### src/rtl/delayed_branch_resolver.sv
// delayed_branch_resolver: tracks delayed-branch halves through S1..S3, evaluates them at S3
// and re-injects the taken branch word while flushing the wrong path.
module delayed_branch_resolver #(
    parameter int DEPTH = 3
) (
    input  logic        clk,
    input  logic        rst,
    input  logic        advance_in,
    input  logic [15:0] p0_delayed_B_in,
    input  logic [2:0]  p0_delayed_cond_in,
    input  logic        p0_valid_in,
    input  logic [15:0] p1_delayed_B_in,
    input  logic [2:0]  p1_delayed_cond_in,
    input  logic        p1_valid_in,
    input  logic        N,
    input  logic        V,
    input  logic        Z,
    output logic        p0_do_delayed_B,
    output logic        p1_do_delayed_B,
    output logic [15:0] p0_IR_out,
    output logic [15:0] p1_IR_out,
    output logic        flush_out,
    output logic        busy_out
);
    typedef enum logic {IDLE, REDIRECT} state_t;

    state_t             state, state_d;
    logic [DEPTH-1:0]   v0, v1, v0_d, v1_d;
    logic [15:0]        w0 [DEPTH];
    logic [15:0]        w1 [DEPTH];
    logic [2:0]         c0 [DEPTH];
    logic [2:0]         c1 [DEPTH];
    logic               do0_d, do1_d, met0, met1, take;
    logic [15:0]        ir0_d, ir1_d;

    function automatic logic cond_met(input logic [2:0] c, input logic n, input logic v, input logic z);
        logic lt;
        lt = n ^ v;
        return c == 3'd0 ? 1'b0 :
               c == 3'd1 ? 1'b1 :
               c == 3'd2 ? z :
               c == 3'd3 ? ~z :
               c == 3'd4 ? lt :
               c == 3'd5 ? (z | lt) :
               c == 3'd6 ? (~z & ~lt) : ~lt;
    endfunction

    assign met0 = v0[DEPTH-1] && cond_met(c0[DEPTH-1], N, V, Z);
    assign met1 = v1[DEPTH-1] && cond_met(c1[DEPTH-1], N, V, Z);
    assign take = (state == IDLE) && advance_in && (met0 || met1);

    always_comb begin
        state_d = state;
        v0_d    = v0;
        v1_d    = v1;
        do0_d   = p0_do_delayed_B;
        do1_d   = p1_do_delayed_B;
        ir0_d   = p0_IR_out;
        ir1_d   = p1_IR_out;
        if (advance_in) begin
            if (state == REDIRECT) begin
                state_d = IDLE;
                do0_d   = 1'b0;
                do1_d   = 1'b0;
                ir0_d   = 16'h0000;
                ir1_d   = 16'h0000;
            end else if (take) begin
                // p0 is older, so a met p0 squashes p1
                state_d = REDIRECT;
                v0_d    = '0;
                v1_d    = '0;
                do0_d   = met0;
                do1_d   = ~met0;
                ir0_d   = met0 ? w0[DEPTH-1] : 16'h0000;
                ir1_d   = met0 ? 16'h0000 : w1[DEPTH-1];
            end else begin
                v0_d = {v0[DEPTH-2:0], p0_valid_in && (p0_delayed_cond_in != 3'd0)};
                v1_d = {v1[DEPTH-2:0], p1_valid_in && (p1_delayed_cond_in != 3'd0)};
            end
        end
    end

    always_ff @(posedge clk or negedge rst) begin
        if (!rst) begin
            state           <= IDLE;
            v0              <= '0;
            v1              <= '0;
            p0_do_delayed_B <= 1'b0;
            p1_do_delayed_B <= 1'b0;
            p0_IR_out       <= 16'h0000;
            p1_IR_out       <= 16'h0000;
        end else begin
            state           <= state_d;
            v0              <= v0_d;
            v1              <= v1_d;
            p0_do_delayed_B <= do0_d;
            p1_do_delayed_B <= do1_d;
            p0_IR_out       <= ir0_d;
            p1_IR_out       <= ir1_d;
        end
    end

    // payload needs no reset; the valid bits alone decide whether an entry exists
    always_ff @(posedge clk) begin
        if (advance_in) begin
            w0[0] <= p0_delayed_B_in;
            w1[0] <= p1_delayed_B_in;
            c0[0] <= p0_delayed_cond_in;
            c1[0] <= p1_delayed_cond_in;
            for (int i = 1; i < DEPTH; i++) begin
                w0[i] <= w0[i-1];
                w1[i] <= w1[i-1];
                c0[i] <= c0[i-1];
                c1[i] <= c1[i-1];
            end
        end
    end

    assign flush_out = (state == REDIRECT);
    assign busy_out  = (|v0) || (|v1) || (state == REDIRECT);
endmodule

### config.mk
export PLATFORM = sky130hd
export DESIGN_NAME = delayed_branch_resolver
export DESIGN_NICKNAME = d
export VERILOG_FILES = /design/src/rtl/delayed_branch_resolver.sv
export SDC_FILE = /design/constraint.sdc
export NUM_CORES = 1
export LEC_CHECK = 0
export ABC_AREA = 1
export CAP_MARGIN = 10
export CORE_MARGIN = 1
export CORE_UTILIZATION = 57
export CTS_CLUSTER_DIAMETER = 40
export CTS_CLUSTER_SIZE = 25
export DETAILED_ROUTE_END_ITERATION = 7
export PLACE_DENSITY = 0.84
export SYNTH_ARGS = -nofsm -noshare
export SYNTH_HDL_FRONTEND = slang
export SYNTH_SLANG_ARGS = --single-unit
### constraint.sdc
create_clock -name clk -period 3.93 [get_ports clk]
set_input_delay 0.786 -clock clk [delete_from_list [all_inputs] [get_ports clk]]
set_output_delay 0.786 -clock clk [all_outputs]
set_load 0.01 [all_outputs]
==> key figures <==
Status
  • Status: finished with violations
  • Violated checks: DRC

Placement
  • PortBufs: 81
  • DP HPWL: 5370 um
  • RD Place Congestion: approximately 0.88
  • Post-placement cell area: 6170 um2

CTS
  • Clk sinks: 155
  • CTS Buffer Depth: 2
  • CTS Hold Bufs: 0
  • TritonCTS Buffers: 17
  • # resized after CTS: 0
  • CTS tree: yes
  • Reg clk slew, reported paths: around 0.060 ns
  • Clk_lat worst skew: 0.50 ns
  • Root Driver: clkbuf_8
  • Post-CTS setup buffers: 0
  • H-tree levels: 4

Setup path
  • Family with the most delay on the worst path: buffers and inverters
  • CP Cell Sequence: nor4_1 > nand4_1 > clkdlybuf4s50_1
  • Buf/Inv on CP: 1
  • CP required: roughly 3.1 ns
  • Slowest CP cell: clkdlybuf4s50_1
  • Setup CP Type: flip-flop to output port
  • Crit path arrival time: between 1.5 and 2 ns
  • Setup crit end kind: output port
  • Critical Path Max Stage Delay: 0.51 ns
  • Crit-path max FO: 3
  • Setup crit start kind: flip-flop

Routing
  • Vias per inst: between 5 and 6
  • Drt total wl: 8730 um
  • DRC Markers: 2
  • Vias: between 2k and 3k
  • Initial DRC Count: 188
  • DRT antenna net count: 0
  • Wire per inst: about 16 um
  • DR pass1 iterations: 6

Finish
  • Synth-to-Final Area Change: 27.4%
  • Fraction of layout instances using a drive strength above 1: 0.121
  • Nets: roughly 480
  • Commonest non-fill, non-tap cells in the layout: edfxtp_1, nand2_1, clkdlybuf4s50_1
  • Diode count: 0
  • Final Cell Area: between 6000 and 7000 um2
  • Most common cell after layout, fill and taps aside: edfxtp_1

Power and ir drop
  • Power per Cell Area: roughly 670 nW/um2
  • Pwr Total: 4500 uW
  • Peak VDD IR: 396 uV
  • Leakage: 0.00275 uW

Synth
  • Post-Syn Area: approximately 5300 um2
  • Sequential fraction of the synthesis area: 0.842
  • Syn Nets: about 380
  • Synth top area share: 0.648
  • Synth cell types: 23
  • Post-synth ARST share: 0.265
  • Synth top area cells: edfxtp_1, dfrtp_1, nand2_1
  • Ys Warns: 0
  • Synth Instances: 337
  • Synth area leader: edfxtp_1
  • EDFF count, synth: 114
  • Synthesized area per cell: 15.7 um2
  • Top_reg_cell synth: edfxtp_1
  • FF+latch count, synth: 155

STA
  • Worst Tran Pin Value: 0.968 ns
  • Tcrit/Tclk final: 0.667
  • Setup Skew: just over 0.009 ns
  • Final Hold Vio Count: 0
  • Slew Limit Fails: 0
  • RSZ-0062 raised after global routing: no
  • Relative slew slack: 0.355
  • Minimum clock period: 2.62 ns
  • F_max: 0.382 GHz
  • Final Setup Violations: 0
  • Setup TNS: 0 ns

Global routing
  • Vias in the first global route: 2861
  • Largest net degree at the start of global routing: 83
  • First-pass GRT wire length: 14200 um
  • Grt ovf: 0
  • Gr usage total: 0.200
  • Initial antenna violation count: 0

Floorplanning
  • Initial Utilization: 0.597
  • Core Area: 8850 um2
  • Num ports: about 80
  • DIE HEIGHT: 98.3 um
  • Die W: 98.3 um
  • Row count: 34
  • Die area: 9660 um2

Min path
  • Hold crit path type: primary input to async pin

Job
  • Max-cap violations: 0
-- cell usage after synthesis, types with 2 or more instances --
cell      number
o21ai_0        3
inv_1         13
edfxtp_1     114
nand2_1      103
o31ai_1        2
buf_4          2
nand3_2        2
o22ai_1        4
nand3_1       18
nor2_1         6
a21oi_1        2
buf_6          2
inv_2          3
nand2_2       13
nand2_4        2
dfrtp_1       41
-- stage by stage --
stage,setup slack (ns),hold slack (ns),std cells,utilization
floorplan,2.09,0.400,337,-
finish,1.31,0.414,553,0.761
global route,1.24,0.417,553,0.761
detailed placement,1.20,0.405,521,0.698
CTS,1.28,0.414,553,0.761
global placement,1.40,0.400,521,0.698
-- worst reg2reg max path: cells and delay by family, from the launching register on --
kind / cells / cell delay, ns
DFF: 1 / 0.43
AOI/OAI and AO/OA: 1 / 0.29
and+or+nand+nor: 5 / 0.98
buffers and inverters: 1 / 0.07
-- layout make-up --
type | instances | area, um2
inverters | 16 | 60.1
repair buffers | 82 | 811
flip-flops and latches | 155 | 4450
fillers | 513 | 2120
well taps | 108 | 135
clock buffers | 21 | 449
clock inverters | 11 | 109
multi-input cells | 160 | 719
-- where the power goes --
| group | switching, uW | internal [uW] |
|---|---|---|
| combinational | 418 | 399 |
| sequential | 140 | 2030 |
| clock | 624 | 883 |
| total | 1180 | 3320 |
-- sequential cells by signal, indices dropped and copies added, names as in the netlist --
name             flops
c0                   9
c1                   9
flush_out            1
p0_IR_out           16
p0_do_delayed_B      1
p1_IR_out           16
p1_do_delayed_B      1
v0                   3
v1                   3
w0                  48
w1                  48
-- kinds of logic (layout without fill, tap and decap cells) --
| logic type | after synthesis | after routing | synth area share |
|---|---|---|---|
| AOI/OAI and AO/OA | 12 | 12 | 0.0137 |
| buffers and inverters | 22 | 130 | 0.0222 |
| and+or+nand+nor | 148 | 148 | 0.122 |
| DFF | 155 | 155 | 0.842 |
-- worst paths after layout --
check                         start            to  slack, ns  cells past startpoint
min in group clk           w0[0][9]     w0[0][25]       0.42                      0
max reg2reg                c0[0][8]         v0[2]       2.04                      7
max                           v0[2]      busy_out       1.31                      3
min                             rst  p1_IR_out[7]       0.41                      1
max in group asynchronous       rst         v1[0]       2.95                      1
min reg2reg                w0[0][9]     w0[0][25]       0.42                      0
-- per-layer routing --
layer	global-route usage	vias to the layer above	part of all wire
met1	0.233	1393	0.40
met2	0.346	72	0.54
li1	-	1362	-
met4	0.0987	0	0.025
met3	0.0515	19	0.037
met5	0	-	0
Note: power is estimated with default switching activity, not from simulation.
